### config.mk
export PLATFORM = sky130hd
export DESIGN_NAME = prog_loader
export DESIGN_NICKNAME = d
export VERILOG_FILES = /design/src/rtl/prog_loader.sv
export SDC_FILE = /design/constraint.sdc
export NUM_CORES = 1
export LEC_CHECK = 0
export CORE_MARGIN = 2
export CORE_UTILIZATION = 57
export CTS_CLUSTER_SIZE = 28
export DETAILED_ROUTE_END_ITERATION = 10
export GPL_ROUTABILITY_DRIVEN = 1
export PLACE_DENSITY = 0.89
export SETUP_SLACK_MARGIN = 0.2
export SLEW_MARGIN = 20
export SYNTH_ARGS = -nofsm -noshare
export SYNTH_HDL_FRONTEND = slang
export SYNTH_SLANG_ARGS = --single-unit
export TNS_END_PERCENT = 10
### constraint.sdc
create_clock -name clk -period 2.91 [get_ports clk]
set_clock_uncertainty 0.15 [all_clocks]
set_input_delay 0.291 -clock clk [delete_from_list [all_inputs] [get_ports clk]]
set_output_delay 0.291 -clock clk [all_outputs]
set_load 0.03 [all_outputs]
### src/rtl/prog_loader.sv
// prog_loader: receives a framed byte stream (sync, 16-bit length, big-endian
// words, XOR checksum) and writes the words into program memory from
// address 0 upward. The CPU is held in reset until a frame verifies.
module prog_loader #(
  parameter logic [7:0]  SYNC_BYTE      = 8'hA5,
  parameter int unsigned TIMEOUT_CYCLES = 1_000_000
) (
  input  logic        clk,
  input  logic        reset,
  input  logic        rx_valid,
  input  logic [7:0]  rx_data,
  output logic        prog_mem_we,
  output logic [15:0] prog_mem_addr,
  output logic [15:0] prog_mem_wdata,
  output logic        cpu_hold,
  output logic        load_busy,
  output logic        load_done,
  output logic        load_error
);

  // The gap counter only has to reach TIMEOUT_CYCLES-1 before firing.
  localparam int              GAP_W    = (TIMEOUT_CYCLES > 1) ? $clog2(TIMEOUT_CYCLES) : 1;
  localparam logic [GAP_W-1:0] GAP_LAST = GAP_W'(TIMEOUT_CYCLES - 1);

  typedef enum logic [2:0] {
    S_IDLE, S_LEN_HI, S_LEN_LO, S_DATA_HI, S_DATA_LO, S_CHECK, S_DONE, S_ERROR
  } state_t;

  state_t           r_state;
  state_t           w_next;

  logic [7:0]       r_len_hi;
  logic [15:0]      r_len;
  logic [7:0]       r_hi;
  logic [7:0]       r_chk;
  logic [15:0]      r_cnt;
  logic [GAP_W-1:0] r_gap;

  logic             r_we;
  logic [15:0]      r_addr;
  logic [15:0]      r_wdata;
  logic             r_hold;
  logic             r_busy;
  logic             r_done;
  logic             r_err;

  logic             w_in_frame;
  logic             w_next_in_frame;
  logic             w_start;
  logic             w_word;
  logic             w_good;
  logic             w_bad;
  logic             w_timeout;
  logic             w_chk_ok;
  logic [15:0]      w_cnt_inc;
  logic [15:0]      w_len;

  assign w_in_frame      = (r_state != S_IDLE) && (r_state != S_DONE) && (r_state != S_ERROR);
  assign w_next_in_frame = (w_next  != S_IDLE) && (w_next  != S_DONE) && (w_next  != S_ERROR);
  assign w_start         = rx_valid && (rx_data == SYNC_BYTE) && !w_in_frame;
  assign w_word          = rx_valid && (r_state == S_DATA_LO);
  assign w_chk_ok        = (rx_data == r_chk);
  assign w_good          = rx_valid && (r_state == S_CHECK) && w_chk_ok;
  assign w_timeout       = (TIMEOUT_CYCLES != 0) && w_in_frame && !rx_valid && (r_gap == GAP_LAST);
  assign w_bad           = (rx_valid && (r_state == S_CHECK) && !w_chk_ok) || w_timeout;
  assign w_cnt_inc       = r_cnt + 16'd1;
  assign w_len           = {r_len_hi, rx_data};

  // State register.
  always_ff @(posedge clk) begin
    if (reset) r_state <= S_IDLE;
    else       r_state <= w_next;
  end

  // Next-state decode: one accepted byte per transition, timeout overrides.
  always_comb begin
    w_next = r_state;
    case (r_state)
      S_IDLE, S_DONE, S_ERROR: if (w_start) w_next = S_LEN_HI;
      S_LEN_HI:  if (rx_valid) w_next = S_LEN_LO;
      S_LEN_LO:  if (rx_valid) w_next = (w_len == 16'd0) ? S_CHECK : S_DATA_HI;
      S_DATA_HI: if (rx_valid) w_next = S_DATA_LO;
      S_DATA_LO: if (rx_valid) w_next = (w_cnt_inc == r_len) ? S_CHECK : S_DATA_HI;
      S_CHECK:   if (rx_valid) w_next = w_chk_ok ? S_DONE : S_ERROR;
      default:   w_next = S_IDLE;
    endcase
    if (w_timeout) w_next = S_ERROR;
  end

  // Frame datapath: length, pending high byte and running checksum.
  always_ff @(posedge clk) begin
    if (w_start) begin
      r_chk <= 8'h00;
    end else if (rx_valid && w_in_frame && (r_state != S_CHECK)) begin
      r_chk <= r_chk ^ rx_data;
    end
    if (rx_valid && (r_state == S_LEN_HI))  r_len_hi <= rx_data;
    if (rx_valid && (r_state == S_LEN_LO))  r_len    <= w_len;
    if (rx_valid && (r_state == S_DATA_HI)) r_hi     <= rx_data;
  end

  // Idle-gap counter; restarts on every accepted byte and outside a frame.
  always_ff @(posedge clk) begin
    if (reset || rx_valid || !w_in_frame) r_gap <= '0;
    else                                  r_gap <= r_gap + 1'b1;
  end

  // Write port, word counter and status flags; reset kills a pending write.
  always_ff @(posedge clk) begin
    if (reset) begin
      r_we    <= 1'b0;
      r_addr  <= 16'd0;
      r_wdata <= 16'd0;
      r_cnt   <= 16'd0;
      r_hold  <= 1'b1;
      r_busy  <= 1'b0;
      r_done  <= 1'b0;
      r_err   <= 1'b0;
    end else begin
      r_we   <= w_word;
      r_busy <= w_next_in_frame;
      if (w_word) begin
        r_addr  <= r_cnt;
        r_wdata <= {r_hi, rx_data};
      end
      if (w_start)     r_cnt <= 16'd0;
      else if (w_word) r_cnt <= w_cnt_inc;
      if (w_start) begin
        r_hold <= 1'b1;
        r_done <= 1'b0;
        r_err  <= 1'b0;
      end else begin
        if (w_good) begin
          r_hold <= 1'b0;
          r_done <= 1'b1;
        end
        if (w_bad) r_err <= 1'b1;
      end
    end
  end

  assign prog_mem_we    = r_we;
  assign prog_mem_addr  = r_addr;
  assign prog_mem_wdata = r_wdata;
  assign cpu_hold       = r_hold;
  assign load_busy      = r_busy;
  assign load_done      = r_done;
  assign load_error     = r_err;

endmodule

==> reports/summary.md, run 1 <==
The logs give 0 for the total count of max-transition violations in the final report and 402 MHz for the highest clock rate. The run gives 11.9 mm as the total length of routed wires. The logs give 0.261 for the total track usage and 17 for the number of buffers created by CTS.

The Yosys step of the flow raised 0 warnings. The path class of the tightest hold or removal check is register to register. The y dimension of the die is 97.8 um, and the leakage power total is 0.00212 uW.

Leading area contributor after synthesis: sky130_fd_sc_hd__dfxtp_1. The sort of element at the end of the critical path is a register. Routability-driven placement finished with a final weighted congestion of 0.911. The final design instance area without fill is 6150 sq um, and the critical path arrival is 2.71 ns. For this run, the slowest stage of the critical path takes 0.52 ns. The number of global-route vias before repair is 4125. In this run the count of I/O pins placed on the die edge is 48. The critical path goes through ha_1 > nand3_4 > or4b_1 > a31oi_1 > o221ai_1 > nor4_2 > o22ai_1. The layout-stage area growth over the synthesis result is 22.7%, and the time the worst path needs with I/O delays and setup is 2.49 ns. The number of nets produced by synthesis was 545. The worst hold margin was 0.304 ns; the mean post-synth cell area was 9.42 sq um. Counting the fill cells in the layout gives 605. The cell area that synthesis handed to floorplanning was 5010 sq um. Setup repair after global routing left no endpoint under its margin. The clock reaches the later pin of the worst-skew pair after 0.52 ns.

The worst setup path is launched from a register. The synthesized netlist contains 52 unique library cells. The total power per unit cell area is 594 nW/um^2. The post-synthesis cell count came out at 532. The worst-path maximum fanout came out at 9. CTS saw 116 sinks. The first global-routing pass estimated 19.8 mm of wire.

The first TritonRoute pass finished after 5 iterations. Setup violations remaining at the end of the flow were counted as 0. Via-per-instance ratio: 5.81. Clock-pin slew was measured on the worst setup and hold paths at 0.06 ns.

For the worst setup path, the data required time is 3.13 ns. Once routing completed, OpenROAD measured the worst setup slack at 0.421 ns. In this run the core area contains 34 standard-cell rows. The final layout contains 598 nets. The tools report the worst slew margin relative to its limit as 0.514. The number of H-tree levels came out at 4. The fraction of registers with async set/reset works out to 0.

The count of nets left with antenna violations once routing finished came out at 0. The detailed router finished its first iteration with 285 violations. The ratio of cells with drive above 1 in the final layout came out at 0.0953. The commonest register cell after synthesis is sky130_fd_sc_hd__dfxtp_1. At the pin with the least slew margin, the transition time is 0.729 ns. The run gives 0 as the count of maximum capacitance violations. No sink is reached through more buffers than the 2 on the longest clock path. The synthesized design contains 116 register bits. Fraction of post-synthesis cell area in the top cell type by area: 0.336.

The floorplan step set the die width to 97.8 um. The critical path's slowest cell was sky130_fd_sc_hd__or4b_1. The tools report the largest net degree at the start of global routing as 26. TritonCTS built the clock tree.

The worst setup path startpoint is r_cnt[1]. The number of enable flip-flop cells after synthesis was 32; the number of inserted diodes was 0. Yosys attributes the largest share of cell area to sky130_fd_sc_hd__dfxtp_1 34%, sky130_fd_sc_hd__edfxtp_1 19%, sky130_fd_sc_hd__xor2_1 7.3%. The critical path in this run is classified as register to register. The final route contains 4101 vias.

The core area is 8640 sq um. Start of the worst register-to-register path: r_cnt[1]. Buffers inserted to repair hold after CTS numbered 0. The effective utilization at floorplan was 0.580; the worst-case setup slack after placement was 0.333 ns. Setup total negative slack on the finished layout was measured at 0 ns. The total overflow left after global routing is 0. During placement, the flow inserted port buffers numbering 47. The source of the worst hold timing path was prog_mem_addr[9]. The run finished with clean final reports. In this run the post-CTS setup repair buffer count came out at 0.

The final critical-path share of the clock period is 0.855. For this run, design rule violations remaining after detail routing come to 0. Clock tree synthesis selected as its root buffer the cell sky130_fd_sc_hd__clkbuf_8.

The tools report the final count of hold timing violations as 0. Initial antenna violation count: 0. For the sequential cell area fraction in the yosys report, the log shows 0.527. The detailed-placement wirelength estimate is 7.87 mm. In the post-synthesis netlist, the cell with the most instances is sky130_fd_sc_hd__nand2_1. The floorplan step defined a die boundary enclosing 9560 sq um. After synthesis, the most frequently instantiated cells are 93 x sky130_fd_sc_hd__nand2_1, 84 x sky130_fd_sc_hd__dfxtp_1, 60 x sky130_fd_sc_hd__nor2_1, 42 x sky130_fd_sc_hd__xor2_1, 37 x sky130_fd_sc_hd__a21oi_1. Summing all placed instances gives a cell area of 5620 sq um. The per-cell routed wire length is 16.8 um, and the peak supply drop is 0.432 mV.
state kept, by name, summed over array words and instances (netlist names):
register,count
r_len_hi,8
load_busy,1
r_state,3
r_len,16
load_error,1
cpu_hold,1
prog_mem_wdata,16
r_gap,20
prog_mem_we,1
r_cnt,16
prog_mem_addr,16
r_chk,8
load_done,1
r_hi,8
metal layers:
layer / up-vias / global-route usage / part of all wire
met5: - / 0 / 0
met4: 0 / 0.136 / 0.029
li1: 1934 / - / -
met3: 40 / 0.0580 / 0.044
met1: 1973 / 0.321 / 0.42
met2: 154 / 0.432 / 0.51
path summary, 6_finish.rpt:
path	end	slack, ns	depth (start not counted)
setup / recovery	r_state[1]	0.42	7
hold / removal	prog_mem_addr[9]	0.30	2
setup reg to reg	r_state[1]	0.42	7
hold reg to reg	prog_mem_addr[9]	0.30	2
cell families after synthesis:
group,Yosys count,share of synthesized area
and+or+nand+nor,244,0.235
DFF,116,0.527
xor gates and xnor gates,66,0.115
AOI/OAI and AO/OA,60,0.0724
buffers and inverters,40,0.0367
muxes,4,0.00849
adders and majority gates,2,0.00499
worst max-delay path, delay by kind of cell (launching register included):
kind / cells / cell delay (ns)
compound gates: 3 / 0.50
fa+ha+maj: 1 / 0.30
flops: 1 / 0.41
simple gates: 3 / 0.98
cell type report:
cell class / instances / area [sq um] / area share
Clock buffer: 20 / 425 / 0.0692
Timing Repair Buffer: 66 / 626 / 0.102
Multi-Input combinational cell: 376 / 2180 / 0.355
Clock inverter: 12 / 105 / 0.0171
Inverter: 8 / 30.0 / 0.00488
Tap cell: 108 / 135 / 0.0220
Sequential cell: 116 / 2640 / 0.430
power breakdown:
part           switching (uW)  total (uW)  internal (uW)
clock network             731        1860           1130
registers                16.9        1690           1680
logic                    54.8        98.6           43.8
layout by cell type (no fill, tap or decap), types with 4 or more instances in the layout:
master / netlist / final
sky130_fd_sc_hd__dfxtp_1: 84 / 84
sky130_fd_sc_hd__nor3_1: 9 / 9
sky130_fd_sc_hd__a21oi_1: 37 / 37
sky130_fd_sc_hd__and4_1: 5 / 5
sky130_fd_sc_hd__edfxtp_1: 32 / 32
sky130_fd_sc_hd__and3_1: 8 / 8
sky130_fd_sc_hd__xor2_1: 42 / 42
sky130_fd_sc_hd__nand4_1: 11 / 11
sky130_fd_sc_hd__nand2_1: 93 / 93
sky130_fd_sc_hd__nand3_1: 17 / 17
sky130_fd_sc_hd__inv_1: 8 / 8
sky130_fd_sc_hd__nor4_1: 13 / 13
sky130_fd_sc_hd__buf_4: 3 / 18
sky130_fd_sc_hd__clkbuf_16: 0 / 16
sky130_fd_sc_hd__nor2b_1: 6 / 6
sky130_fd_sc_hd__xnor2_1: 24 / 24
sky130_fd_sc_hd__clkdlybuf4s50_1: 0 / 47
sky130_fd_sc_hd__nor2_1: 60 / 60
sky130_fd_sc_hd__nand2b_1: 4 / 4
metrics by stage:
| step | utilization | total power, uW | instances |
|---|---|---|---|
| 4_1_cts | 0.712 | 3670 | 706 |
| 3_5_place_dp | 0.651 | 1820 | 674 |
| 5_1_grt | 0.712 | 3750 | 706 |
| 6_report | 0.712 | 3650 | 706 |
| 3_3_place_gp | 0.651 | 1820 | 674 |
| 2_1_floorplan | - | 1770 | 532 |
what timing repair did:
item | 4_1_cts | 5_1_grt
hold endpoints to repair | 0 | 0
resized for setup | 0 | 0
setup endpoints to repair | 0 | 2
(Power assumes the default switching activity.)
==> run 2, diff against run 1 <==
--- a/config.mk
+++ b/config.mk
@@ -7,7 +7,7 @@
 export LEC_CHECK = 0
 export CORE_MARGIN = 2
 export CORE_UTILIZATION = 57
-export CTS_CLUSTER_SIZE = 28
+export CTS_CLUSTER_SIZE = 12
 export DETAILED_ROUTE_END_ITERATION = 10
 export GPL_ROUTABILITY_DRIVEN = 1
 export PLACE_DENSITY = 0.89
==> results of run 2 <==
Same layout as run 1: the final DEF is identical, and so are final timing and power.
==> run 3, diff against run 2 <==
--- a/config.mk
+++ b/config.mk
@@ -10,7 +10,7 @@
 export CTS_CLUSTER_SIZE = 12
 export DETAILED_ROUTE_END_ITERATION = 10
 export GPL_ROUTABILITY_DRIVEN = 1
-export PLACE_DENSITY = 0.89
+export PLACE_DENSITY = 0.84
 export SETUP_SLACK_MARGIN = 0.2
 export SLEW_MARGIN = 20
 export SYNTH_ARGS = -nofsm -noshare
==> run 3 against run 2 <==
Via count down 2.4%. Global-route usage decreased by 2.5 points. First-iteration DRC count is 31% lower. Flip-flop and latch count unchanged. Critical path depth unchanged. Maximum frequency fell by 3.8%. Die area unchanged. Setup slack got worse by 0.098 ns. Total power rose by 2.8%. Sequential share of layout area down 0.16 points. Utilization up 0.26 points. Final cell count down 0.42%. Critical path type unchanged. Largest cell class unchanged. Largest power group unchanged.
==> reports/summary.md, run 3 (synthesis gave the netlist of run 1 again) <==
The run finished with clean final reports. Entering global routing, the biggest net connects 30 pins. The total count of max-transition violations in the final report was 0. The setup TNS came out at 0 ns. The logs give 0 for the initial antenna violation count and 34 for the placement row count. For the fraction of the core area covered by cells at the end of the flow, the log shows 0.715.

The region available for standard cell placement spans 8640 sq um. For the footprint of the flip-flops and latches, the log shows 2640 sq um. Relative to the synthesized area, the layout overhead comes to 23.1%. The family with the most delay on the worst path is simple AND/OR/NAND/NOR gates. The sort of element at the end of the critical path is a register. No sink is reached through more buffers than the 2 on the longest clock path. The logs give 0 for the cts-stage hold buffer count and 5 for the length of the first detailed-routing pass in iterations. For this block, the initial DRC count from the detailed router was 198. The total length of routed wires was 11.1 mm; the number of buffers inserted by post-CTS setup repair was 0. 0 antenna diodes ended up in the layout. The final critical-path share of the clock period is 0.889, and the detailed-placement wirelength estimate is 7.69 mm. For this run, the post-layout net count is 595. For this design, the slowest cell found on the critical path is sky130_fd_sc_hd__or4b_1. The y dimension of the die works out to 97.8 um. Using the TritonRoute via totals, the vias-per-cell ratio works out to 5.69. The delay of the slowest critical-path stage came out at 0.52 ns. The ratio of cells with drive above 1 in the final layout came out at 0.0958. For the final count of hold timing violations, the log shows 0. In this run the number of H-tree levels came out at 4.

TritonCTS created 17 clock buffers. The total track usage was 0.236. Data arrives at the worst endpoint at 2.90 ns. The routed layout has 4003 vias. By startpoint and endpoint, the worst setup path is classified as register to register. The run gives 0.302 ns as the worst hold margin.

The worst-path maximum fanout was 9. Max-cap violations in this run came to 0. The logs give 0.241 ns for the worst-case setup slack after placement and 3883 for the number of global-route vias before repair.

The count of instances resized after the clock tree is built was 0; the count of nets left with antenna violations after detail routing was 0. For this design the static power due to leakage is 0.00213 uW. The measured slew at the worst slew-check pin works out to 0.722 ns.

Setup repair after global routing left no endpoint under its margin. VDD sags by at most 0.384 mV. In this run the count of I/O pins placed on the die edge is 48. For the worst slew margin relative to its limit, the log shows 0.519. The combined buffer and inverter count along the critical path is 0. The multi-input logic area is 2180 sq um. The library cells used most frequently in the layout, excluding fill and tap cells, are 93 x sky130_fd_sc_hd__nand2_1, 84 x sky130_fd_sc_hd__dfxtp_1, 60 x sky130_fd_sc_hd__nor2_1, 47 x sky130_fd_sc_hd__clkdlybuf4s50_1, 42 x sky130_fd_sc_hd__xor2_1.

The number of remaining DRC errors is 0. TritonCTS built the clock tree. The floorplan step defined a die boundary enclosing 9560 sq um.

The congestion estimate from routability-driven global placement came to 0.941. The number of I/O port buffers is 47, and the effective utilization at floorplan is 0.580. The setup slack after layout was 0.323 ns.

After global routing the overflow that remains totals 0. In the final routed layout, each cell accounts on average for 15.7 um. The first global-routing pass estimated 18.0 mm of wire. The highest clock rate is 387 MHz, and the time the worst path needs with I/O delays and setup is 2.59 ns. Clock-pin slew was measured on the worst setup and hold paths at 0.06 ns. The cell sitting at the root of the clock tree is a sky130_fd_sc_hd__clkbuf_8. Counting flops per register, the top entry is r_gap. At the later pin of the worst-skew pair, clock insertion delay measures 0.52 ns. The register with the most flip-flops in the layout has 20 of them. Setup violations remaining at the end of the flow were counted as 0. The worst setup path is launched from a register. The clock net in this run drives a total of 116 sinks. The leading cell type in the layout, fill and taps excluded was sky130_fd_sc_hd__nand2_1. For the worst setup path, the data required time is 3.22 ns. The tightest min-delay check is of the input pin to register type.

The total power per unit cell area came out at 609 nW/um^2. The signal on the critical path passes through ha_1 > nand3_4 > or4b_1 > a31oi_1 > o221ai_1 > nor4_2 > a41o_1. In this run the horizontal extent of the chip is 97.8 um. The layout has 635 filler cells.
-- run 3: worst paths after layout --
kind                    startpoint           endpoint  slack, ns  depth (start not counted)
setup reg to reg          r_cnt[1]         r_state[2]       0.32                          7
hold reg to reg   prog_mem_addr[4]   prog_mem_addr[4]       0.30                          2
setup / recovery          r_cnt[1]         r_state[2]       0.32                          7
hold / removal          rx_data[1]  prog_mem_wdata[1]       0.30                          3
-- run 3: layer usage --
layer | up-vias | wire, um | track usage
met4 | 0 | 300 | 0.109
met3 | 37 | 544 | 0.0587
li1 | 1924 | - | -
met1 | 1913 | 4650 | 0.280
met2 | 129 | 5560 | 0.406
met5 | - | 0 | 0
-- run 3: power by group --
group / internal [uW] / switching (uW)
registers: 1680 / 16.8
clock network: 1210 / 755
logic: 42.1 / 55.5
total: 2930 / 827
-- run 3: final cells by class --
type | instances | share of cell area
clock buffer | 19 | 0.0734
clock inverter | 13 | 0.0199
inverter | 8 | 0.00487
multi-input combinational | 376 | 0.354
sequential | 116 | 0.428
tap | 108 | 0.0219
timing repair buffer | 63 | 0.0977
-- run 3: through the flow --
stage | cell area (sq um) | cells | power [uW]
after floorplan | 5010 | 532 | 1770
after global placement | 5600 | 671 | 1820
after detailed placement | 5600 | 671 | 1820
after CTS | 6170 | 703 | 3780
after global routing | 6170 | 703 | 3870
final | 6170 | 703 | 3760
-- run 3: worst register-to-register path, stage by stage (launching register included) --
cell	delay (ns)
sky130_fd_sc_hd__dfxtp_1	0.42
sky130_fd_sc_hd__ha_1	0.30
sky130_fd_sc_hd__nand3_4	0.15
sky130_fd_sc_hd__or4b_1	0.52
sky130_fd_sc_hd__a31oi_1	0.17
sky130_fd_sc_hd__o221ai_1	0.19
sky130_fd_sc_hd__nor4_2	0.41
sky130_fd_sc_hd__a41o_1	0.23
